File: config.mk
export PLATFORM = sky130hd
export DESIGN_NAME = adc_sample_averager
export DESIGN_NICKNAME = d
export VERILOG_FILES = /design/src/rtl/adc_sample_averager_pkg.sv /design/src/rtl/adc_avg_round.sv /design/src/rtl/adc_sample_averager.sv
export SDC_FILE = /design/constraint.sdc
export NUM_CORES = 1
export LEC_CHECK = 0
export ABC_AREA = 0
export CORE_ASPECT_RATIO = 0.75
export CORE_MARGIN = 3
export CORE_UTILIZATION = 50
export CTS_BUF_LIST = sky130_fd_sc_hd__clkbuf_16
export DETAILED_ROUTE_END_ITERATION = 10
export GPL_ROUTABILITY_DRIVEN = 0
export PLACE_DENSITY = 0.75
export SYNTH_ARGS = -nofsm -noshare
export SYNTH_HDL_FRONTEND = slang
export SYNTH_SLANG_ARGS = --single-unit
File: constraint.sdc
create_clock -name SAMPLE_CLK -period 8.9 [get_ports SAMPLE_CLK]
set_input_delay 1.335 -clock SAMPLE_CLK [delete_from_list [all_inputs] [get_ports SAMPLE_CLK]]
set_output_delay 1.335 -clock SAMPLE_CLK [all_outputs]
set_load 0.05 [all_outputs]
File: src/rtl/adc_sample_averager_pkg.sv
// adc_sample_averager_pkg: shared constants and FSM state encoding for the ADC averager
//   ADC_W_DEF   default raw sample width
//   ACC_GROWTH  extra accumulator bits, log2 of the largest window (64)
//   CNT_W       width of the discard/sample counter
//   avg_state_t averager FSM states
package adc_sample_averager_pkg;
    localparam int ADC_W_DEF  = 12;
    localparam int ACC_GROWTH = 6;
    localparam int ACC_W_DEF  = ADC_W_DEF + ACC_GROWTH;
    localparam int CNT_W      = 8;
    typedef enum logic [1:0] {IDLE, DISCARD, ACCUM, PUBLISH} avg_state_t;
endpackage

File: src/rtl/adc_avg_round.sv
// adc_avg_round: combinational round-half-up and divide by 4^sel
//   sum  accumulated window total
//   sel  window select, divisor is 2^(2*sel)
//   avg  rounded average
module adc_avg_round #(
    parameter int ADC_W = 12,
    parameter int ACC_W = 18
) (
    input  logic [ACC_W-1:0] sum,
    input  logic [1:0]       sel,
    output logic [ADC_W-1:0] avg
);
    logic [ACC_W-1:0] half;
    logic [ACC_W-1:0] rounded;
    always_comb begin
        // half = 2^(k-1), which collapses to 0 when k = 0
        half    = (ACC_W'(1) << {sel, 1'b0}) >> 1;
        rounded = sum + half;
        avg     = ADC_W'(rounded >> {sel, 1'b0});
    end
endmodule

File: src/rtl/adc_sample_averager.sv
// adc_sample_averager: requests ADC conversions, drops settling samples, averages 4^AVG_SEL codes
//   SAMPLE_CLK        clock, rising edge
//   NRST_sync         asynchronous active-low reset
//   ENMONTSENSE_sync  conversion enable; rising edge starts, low aborts
//   AVG_SEL           window size select, N = 4^AVG_SEL
//   ADC_REQ           one-cycle conversion request
//   ADC_VALID/DATA    conversion result strobe and code
//   RESULT            rounded average, held between DONE pulses
//   DONE              one-cycle pulse with each new RESULT
//   BUSY              FSM not idle
module adc_sample_averager
    import adc_sample_averager_pkg::*;
#(
    parameter int ADC_W     = ADC_W_DEF,
    parameter int DISCARD_N = 2
) (
    input  logic             SAMPLE_CLK,
    input  logic             NRST_sync,
    input  logic             ENMONTSENSE_sync,
    input  logic [1:0]       AVG_SEL,
    output logic             ADC_REQ,
    input  logic             ADC_VALID,
    input  logic [ADC_W-1:0] ADC_DATA,
    output logic [15:0]      RESULT,
    output logic             DONE,
    output logic             BUSY
);
    localparam int ACC_W = ADC_W + ACC_GROWTH;

    avg_state_t       state;
    logic             en_low_q;
    logic             pending;
    logic [1:0]       sel_q;
    logic [CNT_W-1:0] cnt;
    logic [ACC_W-1:0] acc;
    logic [ADC_W-1:0] avg;
    logic [CNT_W-1:0] win_last;
    logic             rise;
    logic             accept;

    // en_low_q means "enable was seen low last cycle"; clearing it on reset keeps
    // an enable that is already high from counting as a rising edge
    assign rise     = ENMONTSENSE_sync & en_low_q;
    assign accept   = ADC_VALID & pending & (state == DISCARD || state == ACCUM);
    assign win_last = (CNT_W'(1) << {sel_q, 1'b0}) - CNT_W'(1);
    assign BUSY     = state != IDLE;

    adc_avg_round #(.ADC_W(ADC_W), .ACC_W(ACC_W)) u_round (
        .sum(acc),
        .sel(sel_q),
        .avg(avg)
    );

    always_ff @(posedge SAMPLE_CLK or negedge NRST_sync) begin
        if (!NRST_sync) begin
            state    <= IDLE;
            en_low_q <= 1'b0;
            pending  <= 1'b0;
            sel_q    <= '0;
            cnt      <= '0;
            acc      <= '0;
            RESULT   <= '0;
            DONE     <= 1'b0;
            ADC_REQ  <= 1'b0;
        end else begin
            en_low_q <= !ENMONTSENSE_sync;
            DONE     <= 1'b0;
            ADC_REQ  <= 1'b0;
            // a window already complete in PUBLISH is still delivered
            if ((state == DISCARD || state == ACCUM) && !ENMONTSENSE_sync) begin
                state   <= IDLE;
                pending <= 1'b0;
                cnt     <= '0;
                acc     <= '0;
            end else begin
                case (state)
                    IDLE: if (rise) begin
                        state   <= DISCARD_N == 0 ? ACCUM : DISCARD;
                        sel_q   <= AVG_SEL;
                        ADC_REQ <= 1'b1;
                        pending <= 1'b1;
                    end
                    DISCARD: if (accept) begin
                        ADC_REQ <= 1'b1;
                        if (cnt == CNT_W'(DISCARD_N - 1)) begin
                            state <= ACCUM;
                            sel_q <= AVG_SEL;
                            cnt   <= '0;
                        end else begin
                            cnt <= cnt + 1'b1;
                        end
                    end
                    ACCUM: if (accept) begin
                        acc <= acc + ACC_W'(ADC_DATA);
                        if (cnt == win_last) begin
                            state   <= PUBLISH;
                            pending <= 1'b0;
                            cnt     <= '0;
                        end else begin
                            cnt     <= cnt + 1'b1;
                            ADC_REQ <= 1'b1;
                        end
                    end
                    PUBLISH: begin
                        RESULT <= 16'(avg);
                        DONE   <= 1'b1;
                        acc    <= '0;
                        cnt    <= '0;
                        if (ENMONTSENSE_sync) begin
                            state   <= ACCUM;
                            sel_q   <= AVG_SEL;
                            ADC_REQ <= 1'b1;
                            pending <= 1'b1;
                        end else begin
                            state <= IDLE;
                        end
                    end
                    default: state <= IDLE;
                endcase
            end
        end
    end
endmodule

==> summary.txt <==
Area growth syn-to-layout: 14.5%
hpwl dp: 6160 um
die width: 101 um
Mapped Area: 0.00342 sq mm
count of pins over their slew limit: 0
post-synthesis instance total: 402
syn avg cell area: 8.50 sq um
Hold Buf Count CTS: 0
Worst Tran Pin Value: 1.07 ns
Synth Flop Type: dfrtp_1
Static Leak: 1.71 nW
std cell rows: 25
pre-CTS setup slack: 4.87 ns
Synth cell types: 61
slew margin rel.: 28.1%
die area: 0.00787 sq mm
1st-iter DRT viols: 320
Placeable Area: 0.00647 sq mm
total CTS buffers: 5
vias in the first global route: 2,842
CP Buf/Inv Count: 1
Post-CTS Setup Inserts: 0
Worst Slack Setup Final: 5.12 ns
outcome: finished, final reports clean
most frequent cells in the layout: nand2_1, dfrtp_1, clkdlybuf4s50_1, nor2_1
biggest area consumer among synthesized cells: dfrtp_1
synth top area cells: dfrtp_1, ha_1, nand2_1
Hold Fails Final Rpt: 0
Worst EP required: 9.10 ns
deepest clock path buffer count: 2
post-layout minimum cycle time: 3.78 ns
Antenna Violating Nets Remaining: 0
Most common cell on crit path: a31oi_1
Placed Instances: 495
Tcrit/Tclk final: 42.5%
htree depth: 2
DP Area: 0.00374 sq mm
port bufs: 32
slowest stage delay, CP: 0.44 ns
WL per Instance: 16.9 um
worst-path cell chain: clkdlybuf4s50_1, ha_1, fa_1, a211o_1, a2111o_1, a31oi_1, nor2_1, a31oi_1, o21ai_0, o31ai_1
layout cells sized above 1: 4.74%
pwr/cell area: 298 mW/mm^2
asr flop ratio synth: 100%
setup violators final: 0
GR Overflow Total: 0
sequential area share after synthesis: 33.7%
final non-filler cell total: 503
post-synth top area share: 33.7%
commonest non-fill, non-tap cell in the layout: nand2_1
#FFs+latches synth: 46
Filler cells: 558
sum of negative setup slack: 0 ns
peak supply drop: 0.145 mV
Worst Path Arrival: 3.98 ns
Final Cell Area: 0.00391 sq mm
final setup skew: 0.00933 ns
clock-pin slew on the worst setup and hold paths: 0.07 ns
IO Count: 37
CTS tree: done
synth warn: 0
drt via density: 6.29
worst min-delay path category: reg2reg
class of the most critical setup path: in2reg
fmax: 0.264 GHz
Resized cells post-CTS: 0
largest net degree at the start of global routing: 47
initial core utilization: 52.8%
initial antenna violation count: 0
slowest CP cell: fa_1
wirelength, routed: 8510 um
unrepaired setup endpoints after global routing: no
# DRC: 0
first-pass GRT wire length: 14,300 um
Sink Count: 46
number of flops mapped to enable cells by yosys: 0
Inserted Diodes: 0
Root Driver: clkbuf_16
height of the die: 77.6 um
worst-path fanout max: 3
Setup crit end kind: flop
worst skew pair latency: 0.29 ns
MaxCap Viol Count: 0
CP Launch Type: input port
DRT Pass-1 Iters: 6
Vias: 3,164
nets: 463
GRT Util Overall: 22.4%
CP delay by family, top: compound AO/OA/AOI/OAI gates
[worst paths after layout]
path                               to        start  slack, ns  cells past startpoint
min in group asynchronous   RESULT[9]    NRST_sync       1.21                      1
setup reg to reg           RESULT[10]     sel_q[0]       5.43                      9
max in group asynchronous      cnt[2]    NRST_sync       7.06                      1
setup / recovery              acc[16]  ADC_DATA[0]       5.12                     10
hold reg to reg             RESULT[7]    RESULT[7]       0.50                      1
hold / removal              RESULT[7]    RESULT[7]       0.50                      1
[metal layers]
layer,track usage [%],routed length (um)
met1,34.5,3990
met4,5.05,105
met5,0,0
met3,3.95,648
met2,32.6,3760
[worst reg2reg max path: cells and delay by family (launching register included)]
kind	cells	cell delay (ns)
AOI/OAI and AO/OA	4	1.19
DFF	1	1.04
and+or+nand+nor	3	0.54
adders and majority gates	1	0.41
xor gates and xnor gates	1	0.17
[synthesized netlist by cell type (2+ instances only)]
master     number
nand2_1        50
dfrtp_1        46
nor2_1         30
ha_1           23
o21ai_1        23
a21oi_1        20
clkbuf_1       18
nand3_1        15
o21ai_0        15
xor2_1         12
inv_1           9
xnor2_1         9
a31oi_1         8
and3_1          8
o31ai_1         8
nand2b_1        7
nor3_1          6
o221ai_1        6
a2111oi_0       5
a211o_1         5
nand4_1         5
nor2b_1         5
a22o_1          4
buf_4           4
mux2i_1         4
nor3b_1         4
a21o_1          3
inv_2           3
mux2_1          3
o211ai_1        3
o21a_1          3
a211oi_1        2
a221o_1         2
a221oi_1        2
a32o_1          2
nand3b_1        2
or2_1           2
or3_1           2
or4_1           2
[per-stage QoR]
step / utilization, % / hold WS (ns) / total power [mW]
after floorplan: - / 0.461 / 0.776
after global placement: 57.8 / 0.462 / 0.930
after detailed placement: 57.8 / 0.484 / 0.940
after CTS: 60.4 / 0.499 / 1.16
after global routing: 60.4 / 0.508 / 1.24
final: 60.4 / 0.496 / 1.16
[state kept, by name, summed over array words and instances, names as in the netlist, 2 cells and up]
signal  cells
RESULT     12
acc        18
cnt         8
sel_q       2
state       2
[report_power, final]
group / switching (mW) / leakage (nW) / total, mW / internal (mW)
sequential: 0.0834 / 0.610 / 0.345 / 0.261
clock: 0.0855 / 0.0760 / 0.218 / 0.133
combinational: 0.372 / 1.02 / 0.602 / 0.230
total: 0.541 / 1.71 / 1.16 / 0.623
[area by class of cell]
type                            count  area (sq um)  area share (%)
Clock buffer                        5           125            3.20
Sequential cell                    46          1150            29.4
Timing Repair Buffer               33           323            8.25
Inverter                           12          45.0            1.15
Multi-Input combinational cell    323          2120            54.2
Tap cell                           81           101            2.59
Clock inverter                      3          45.0            1.15
[cell families after synthesis]
logic type / count (synthesis) / synth area share [%]
xor gates and xnor gates: 21 / 5.38
adders and majority gates: 24 / 9.01
muxes: 8 / 2.49
buffers and inverters: 36 / 4.65
AOI/OAI and AO/OA: 125 / 25.0
other: 1 / 0.110
DFF: 46 / 33.7
and+or+nand+nor: 141 / 19.7
Note: power is estimated with default switching activity, not from simulation.
